==> src/rtl/dw_ctrl_pkg.sv <==
// Shared encodings for the depthwise-conv row-buffer sequencer.
package dw_ctrl_pkg;

  typedef enum logic [1:0] {
    IDLE = 2'd0,
    LOAD = 2'd1,
    RUN  = 2'd2,
    DONE = 2'd3
  } ctrl_state_e;

  localparam logic STRIDE1 = 1'b0;
  localparam logic STRIDE2 = 1'b1;
  localparam int   MIN_DIM = 3;

endpackage

==> src/rtl/dw_pos_counter.sv <==
// Column/row position of the incoming pixel stream, with a last-pixel flag.
module dw_pos_counter #(
  parameter int DEPTH = 9,
  parameter int ROW_W = 9
) (
  input  logic             clk,
  input  logic             rstn,
  input  logic             clear,
  input  logic             inc,
  input  logic [DEPTH-1:0] width,
  input  logic [ROW_W-1:0] height,
  output logic [DEPTH-1:0] col,
  output logic [ROW_W-1:0] row,
  output logic             last
);

  logic col_end;

  assign col_end = (col == width - DEPTH'(1));
  assign last    = col_end && (row == height - ROW_W'(1));

  always_ff @(posedge clk or negedge rstn) begin
    if (!rstn) begin
      col <= '0;
      row <= '0;
    end else if (clear) begin
      col <= '0;
      row <= '0;
    end else if (inc) begin
      if (col_end) begin
        col <= '0;
        row <= row + ROW_W'(1);
      end else begin
        col <= col + DEPTH'(1);
      end
    end
  end

endmodule

==> src/rtl/dw_row_buff_ctrl.sv <==
// Sequencer for the DW 3-row line buffer: config latch, pixel gating,
// position tracking and 3x3 window qualification.
// Handshakes: a transfer happens on a rising clk edge where valid and ready
// are both high; abort blocks any transfer in its cycle.
module dw_row_buff_ctrl
  import dw_ctrl_pkg::*;
#(
  parameter int DEPTH   = 9,
  parameter int ROW_W   = 9,
  parameter int MAX_LEN = 318
) (
  input  logic             clk,
  input  logic             rstn,
  input  logic             cfg_valid,
  output logic             cfg_ready,
  input  logic [DEPTH-1:0] cfg_width,
  input  logic [ROW_W-1:0] cfg_height,
  input  logic             cfg_stride,
  output logic             cfg_err,
  input  logic             abort,
  input  logic             pix_valid,
  output logic             pix_ready,
  output logic             buff_valid_in,
  output logic [DEPTH-1:0] buff_len_ctrl,
  output logic             buff_len_rst,
  output logic             win_valid,
  output logic [DEPTH-1:0] win_col,
  output logic [ROW_W-1:0] win_row,
  output logic             frame_done,
  output logic             busy,
  output ctrl_state_e      state
);

  ctrl_state_e      state_q, state_d;
  logic [ROW_W-1:0] height_q;
  logic             stride_q;
  logic             cfg_legal, cfg_hs, accept, qualify;
  logic [DEPTH-1:0] col;
  logic [ROW_W-1:0] row;
  logic             last_pix;

  assign cfg_legal = (cfg_width >= DEPTH'(MIN_DIM)) && (cfg_width <= DEPTH'(MAX_LEN)) &&
                     (cfg_height >= ROW_W'(MIN_DIM));

  assign cfg_ready     = (state_q == IDLE);
  assign pix_ready     = (state_q == RUN);
  assign buff_len_rst  = (state_q == LOAD);
  assign frame_done    = (state_q == DONE);
  assign busy          = (state_q != IDLE);
  assign state         = state_q;
  assign cfg_hs        = cfg_valid && cfg_ready && !abort;
  assign buff_valid_in = pix_valid && pix_ready;
  // An aborted pixel still reaches the buffer, but LOAD re-zeroes it anyway.
  assign accept        = buff_valid_in && !abort;

  always_comb begin
    state_d = state_q;
    case (state_q)
      IDLE:    if (cfg_hs && cfg_legal) state_d = LOAD;
      LOAD:    state_d = RUN;
      RUN:     if (accept && last_pix) state_d = DONE;
      DONE:    state_d = IDLE;
      default: state_d = IDLE;
    endcase
    if (abort) state_d = IDLE;
  end

  always_ff @(posedge clk or negedge rstn) begin
    if (!rstn) state_q <= IDLE;
    else       state_q <= state_d;
  end

  always_ff @(posedge clk or negedge rstn) begin
    if (!rstn) begin
      buff_len_ctrl <= DEPTH'(MAX_LEN);
      height_q      <= '0;
      stride_q      <= STRIDE1;
      cfg_err       <= 1'b0;
    end else begin
      cfg_err <= cfg_hs && !cfg_legal;
      if (cfg_hs && cfg_legal) begin
        buff_len_ctrl <= cfg_width;
        height_q      <= cfg_height;
        stride_q      <= cfg_stride;
      end
    end
  end

  dw_pos_counter #(
    .DEPTH (DEPTH),
    .ROW_W (ROW_W)
  ) u_pos (
    .clk    (clk),
    .rstn   (rstn),
    .clear  (buff_len_rst || abort),
    .inc    (accept),
    .width  (buff_len_ctrl),
    .height (height_q),
    .col    (col),
    .row    (row),
    .last   (last_pix)
  );

  // With stride 2, (col-2) and (row-2) even is the same as bit 0 clear.
  assign qualify = accept && (col >= DEPTH'(2)) && (row >= ROW_W'(2)) &&
                   ((stride_q == STRIDE1) || (!col[0] && !row[0]));

  always_ff @(posedge clk or negedge rstn) begin
    if (!rstn) begin
      win_valid <= 1'b0;
      win_col   <= '0;
      win_row   <= '0;
    end else begin
      win_valid <= qualify;
      if (qualify) begin
        win_col <= col;
        win_row <= row;
      end
    end
  end

endmodule

==> config.mk <==
export PLATFORM = sky130hd
export DESIGN_NAME = dw_row_buff_ctrl
export DESIGN_NICKNAME = d
export VERILOG_FILES = /design/src/rtl/dw_ctrl_pkg.sv /design/src/rtl/dw_pos_counter.sv /design/src/rtl/dw_row_buff_ctrl.sv
export SDC_FILE = /design/constraint.sdc
export NUM_CORES = 1
export LEC_CHECK = 0
export BUFFER_PORTS_ARGS = -buffer_cell sky130_fd_sc_hd__buf_4
export CAP_MARGIN = 20
export CORE_ASPECT_RATIO = 2
export CORE_MARGIN = 1
export CORE_UTILIZATION = 30
export DETAILED_ROUTE_END_ITERATION = 6
export HOLD_SLACK_MARGIN = 0.12
export MAX_ROUTING_LAYER = met4
export PLACE_DENSITY_LB_ADDON = 0.25
export REMOVE_ABC_BUFFERS = 1
export SKIP_LAST_GASP = 1
export SLEW_MARGIN = 10
export SYNTH_ARGS = -nofsm -noshare
export SYNTH_HDL_FRONTEND = slang
export SYNTH_SLANG_ARGS = --single-unit
==> constraint.sdc <==
create_clock -name clk -period 3.07 [get_ports clk]
set_input_delay 0.614 -clock clk [delete_from_list [all_inputs] [get_ports clk]]
set_output_delay 0.614 -clock clk [all_outputs]
set_load 0.02 [all_outputs]
==> results of run 1 <==
-- routing by layer --
layer,up-vias,share of wire [%],global-route usage [%]
met5,-,0,-
met4,0,4.2,9.07
met3,19,2.3,2.99
met2,54,54,27.9
met1,1373,39,16.5
li1,1410,-,-
-- area by class of cell --
class,instances,area [µm²],area share [%]
sequential,59,1480,34.7
clock buffer,11,243,5.68
timing repair buffer,65,488,11.4
multi-input combinational,275,1780,41.6
inverter,18,67.6,1.58
tap,140,175,4.10
clock inverter,3,40.0,0.936
-- cells in the mapped netlist (all sizes together), types with 10 or more instances --
cell and count:
ha 11, mux2 19, dfrtp 53, nand2 66, clkbuf 14, nand3 16
xnor2 14, nor4 11, inv 18, nor2 18, nor3 18, or3 10
-- worst max-delay path by stage --
stage	start	end	slack, ps	depth (start not counted)
floorplan	buff_len_ctrl[2]	u_pos.row[7]	480	7
global placement	buff_len_ctrl[2]	u_pos.row[7]	400	7
detailed placement	buff_len_ctrl[2]	state[0]	310	7
CTS	buff_len_ctrl[2]	state[0]	300	7
global route	height_q[0]	state[0]	80	9
finish	buff_len_ctrl[2]	u_pos.row[7]	360	7
-- state kept, by name (all words and copies together) (netlist names) --
name and flops:
buff_len_ctrl 9, cfg_err 1, height_q 9, state 2, stride_q 1, u_pos.col 9
u_pos.row 9, win_col 9, win_row 9, win_valid 1
-- power by group --
part	switching, mW	internal [mW]
clock network	0.341	0.638
logic	0.618	0.534
registers	0.216	0.952
total	1.17	2.12
-- cell families after synthesis --
family / share of synthesized area (%)
compound gates: 8.75
fa+ha+maj: 4.06
mux: 6.91
xor+xnor: 5.95
simple gates: 26.6
buf+inv: 3.95
flops: 43.8
-- stage by stage --
stage	instance area [µm²]	utilization, %	total power [mW]	setup WS, ps
after floorplan	3320	-	1.92	481
after global placement	3990	36.4	2.30	400
after detailed placement	3990	36.4	2.34	313
after CTS	4270	39.0	3.33	301
after global routing	4280	39.1	3.49	79.9
final	4280	39.1	3.30	355
-- worst max-delay path, delay by kind of cell, from the launching register on --
| kind | cells | cell delay, ps |
|---|---|---|
| compound gates | 1 | 270 |
| flops | 1 | 400 |
| mux | 1 | 130 |
| simple gates | 5 | 1790 |
==> flow_summary.ini, run 1 <==
[cells_and_area]
fillers = 1137
final_common_cell = nand2_1
stdcell_count = 571
diodes = 0
final_net_count = 463
syn2layout_area_growth_pct = 26.2
final_cell_mix = 66 x nand2_1, 65 x buf_4, 53 x dfrtp_1
layout-drive-gt1-share_pct = 27.4

[pwr]
p_leak_nw = 1.92
vdd_drop_max_uv = 397
pwr_density_cell_nw_per_um2 = 771

[synthesis]
yosysSeqAreaShare_pct = 43.8
yosysTopAreaCellShare_pct = 39.1
synth_largest_area_cell = dfrtp_1
synth-seq-cells = 59
synth_area_leaders = dfrtp_1 39%, nand2_1 7.3%, mux2_2 6.3%
yosysWarningCount = 0
ys.flop_type = dfrtp_1
synth_edf_count = 0
ys_types = 49
syn_inst = 369
async_flop_share_pct = 100
synth_area_um2 = 3390
syn_area_per_cell_um2 = 9.18

[place]
dpl.cell_count = 557
io_buffers = 60
finalWeightedCongestion = 0.803
hpwl_um = 6560

[sta]
setup_tns_ps = 0
finalHoldWorstSlack_ps = 350
rsz0062_at_grt = no
finalCriticalPeriod_ps = 2710
worst_pin_slew_ps = 750
timing.fmax_mhz = 368
maxSlewHeadroom_pct = 50.0
finalSetupViolCount = 0
clock_skew_ps = 3.70
finalCritPeriodShare_pct = 88.4
finalHoldViolCount = 0
final_max_slew_viol_count = 0

[global_route]
grt_pass1_wl_um = 14300
grt_max_degree = 60
grt_pass1_vias = 2814
antenna_found_initial = 0
grt_usage_pct = 16.0
grt-ovfl-total = 0

[clock_network]
cts_sinks = 59
cts_max_level = 3
clock_path_buffers = 2
cts_buffers = 9
cts_setup_buffers = 0
cts.hold.buffers_added = 0
cts_resized = 0
path_clk_slew_ps = 50
insertion_delay_ps = 330
cts-root-buf = clkbuf_16
cts_tree = done

[floorplan]
die_area_um2 = 11700
die_h_um = 152
core_um2 = 10900
dieWidth_um = 77.1
initial_core_util_pct = 31.0
io_pins = 61
rows = 54

[drt]
drcViolationCount = 0
avgRoutedWirePerCell_um = 15.1
via_count = 2856
via_per_inst = 5.00
wirelength_um = 8600
postRouteAntennaNets = 0
drtPass1Iterations = 6
drt_iter0_drc = 170

[worst_setup_path]
required_ps = 3280
crit_fanout = 10
ff2ff_path_depth = 7
regToRegSetupSlack_ps = 360
worstReg2RegEnd = u_pos.row[7]
critical_path.cell_chain = or3_1, nor4_1, or4b_1, o2111ai_2, or2_4, or4_4, mux2i_1
worstPathArrival_ps = 2930
critPathCaptureType = flop
cpMaxStageDelayCell = or4_4
cpPeakStageDelay_ps = 510
start_kind = flop
path_class = flop to flop
r2r_start = buff_len_ctrl[2]

[run_status]
status = finished, final reports clean

[hold_path]
hold_class = input port to asynchronous set/reset pin

[run]
cap_violations = 0
No activity file was read; power rests on OpenSTA's default activity.
==> run 2: changes to the inputs <==
--- a/config.mk
+++ b/config.mk
@@ -6,8 +6,7 @@
 export NUM_CORES = 1
 export LEC_CHECK = 0
 export BUFFER_PORTS_ARGS = -buffer_cell sky130_fd_sc_hd__buf_4
-export CAP_MARGIN = 20
-export CORE_ASPECT_RATIO = 2
+export CAP_MARGIN = 0
 export CORE_MARGIN = 1
 export CORE_UTILIZATION = 30
 export DETAILED_ROUTE_END_ITERATION = 6
==> run 2 against run 1 <==
Routed wire length is 0.97% lower. Die area decreased by 0.22%. Count of clock-buffer cells in the layout down 2. Critical endpoint unchanged.
==> flow_summary.ini, run 2 (synthesis results as in run 1) <==
[run_status]
status = finished, final reports clean

[clock_network]
path_clk_slew_ps = 60
cts-root-buf = clkbuf_16
cts_tree = done
cts_max_level = 3
cts_buffers = 9
clock_path_buffers = 2
cts_setup_buffers = 0
cts_resized = 0
insertion_delay_ps = 330
cts.hold.buffers_added = 0
cts_sinks = 59

[drt]
wirelength_um = 8520
drt_iter0_drc = 61
drcViolationCount = 0
drtPass1Iterations = 4
via_count = 2851
via_per_inst = 4.98
avgRoutedWirePerCell_um = 14.9
postRouteAntennaNets = 0

[pwr]
pwr_density_cell_nw_per_um2 = 806
vdd_drop_max_uv = 483
p_leak_nw = 1.94

[worst_setup_path]
crit_family = simple AND/OR/NAND/NOR gates
start_kind = flop
path_class = flop to flop
critical_path.cell_chain = or3_1, nor4_1, or4b_1, o2111ai_2, or2_4, or4_4, mux2i_1
cpPeakStageDelay_ps = 510
crit_cells = 7
required_ps = 3280
crit_fanout = 10
crit_end = u_pos.row[7]
critPathCaptureType = flop
r2r_start = buff_len_ctrl[2]
cp.buffers_inverters = 0
cpMaxStageDelayCell = or4_4
regToRegSetupSlack_ps = 240
worstReg2RegEnd = u_pos.row[7]
crit_path_start = buff_len_ctrl[2]
worstPathArrival_ps = 3050
ff2ff_path_depth = 7

[sta]
clock_skew_ps = 5.21
final_max_slew_viol_count = 0
finalHoldViolCount = 0
maxSlewHeadroom_pct = 50.5
timing.fmax_mhz = 353
rsz0062_at_grt = no
setup_tns_ps = 0
finalCritPeriodShare_pct = 92.3
finalCriticalPeriod_ps = 2830
worst_pin_slew_ps = 743
finalSetupViolCount = 0

[floorplan]
core_um2 = 10900
initial_core_util_pct = 31.0
die_area_um2 = 11700
rows = 38
io_pins = 61
die_h_um = 108
dieWidth_um = 108

[hold_path]
hold_class = input port to asynchronous set/reset pin

[global_route]
grt_max_degree = 60
grt_usage_pct = 15.8
antenna_found_initial = 0
grt_pass1_vias = 2686
grt-ovfl-total = 0
grt_pass1_wl_um = 14000

[cells_and_area]
layout-drive-gt1-share_pct = 27.5
stdcell_count = 572
diodes = 0
final_core_utilization_pct = 39.6
final_common_cell = nand2_1
final_net_count = 462
syn2layout_area_growth_pct = 27.7
final_cell_mix = 66 x nand2_1, 64 x buf_4, 53 x dfrtp_1

[place]
io_buffers = 60
finalWeightedCongestion = 0.823
hpwl_um = 6060
dpl.cell_count = 556

[run]
cap_violations = 0
## run 2: power breakdown
part	leakage [nW]	switching [mW]	internal [mW]	total [mW]
logic	1.00	0.605	0.524	1.13
clock network	0.170	0.389	0.799	1.19
registers	0.774	0.221	0.951	1.17
total	1.94	1.21	2.27	3.49
## run 2: area by class of cell
class | instances | area, µm²
Sequential cell | 59 | 1480
Inverter | 18 | 67.6
Clock buffer | 9 | 225
Multi-Input combinational cell | 275 | 1770
Fill cell | 1123 | 6610
Timing Repair Buffer | 64 | 480
Tap cell | 140 | 175
Clock inverter | 7 | 125
## run 2: per-stage QoR
step	hold WS [ps]	area (µm²)	power [mW]	setup WS [ps]
2_1_floorplan	318	3320	1.92	481
3_3_place_gp	463	3980	2.28	443
3_5_place_dp	466	3980	2.30	317
4_1_cts	382	4330	3.51	228
5_1_grt	418	4330	3.68	130
6_report	349	4330	3.49	238
## run 2: worst min-delay path by stage
| stage | from | to | slack, ps |
|---|---|---|---|
| 2_1_floorplan | rstn | buff_len_ctrl[0] | 320 |
| 3_3_place_gp | win_col[5] | win_col[5] | 460 |
| 3_5_place_dp | win_col[1] | win_col[1] | 470 |
| 4_1_cts | rstn | buff_len_ctrl[0] | 380 |
| 5_1_grt | rstn | buff_len_ctrl[0] | 420 |
| 6_report | rstn | buff_len_ctrl[0] | 350 |
## run 2: routing by layer
| layer | vias up | share of wire, % | track usage (%) |
|---|---|---|---|
| met5 | - | 0 | - |
| met4 | 0 | 1.7 | 6.47 |
| met3 | 10 | 4.9 | 2.71 |
| met2 | 84 | 44 | 22.7 |
| met1 | 1344 | 50 | 22.0 |
| li1 | 1413 | - | - |
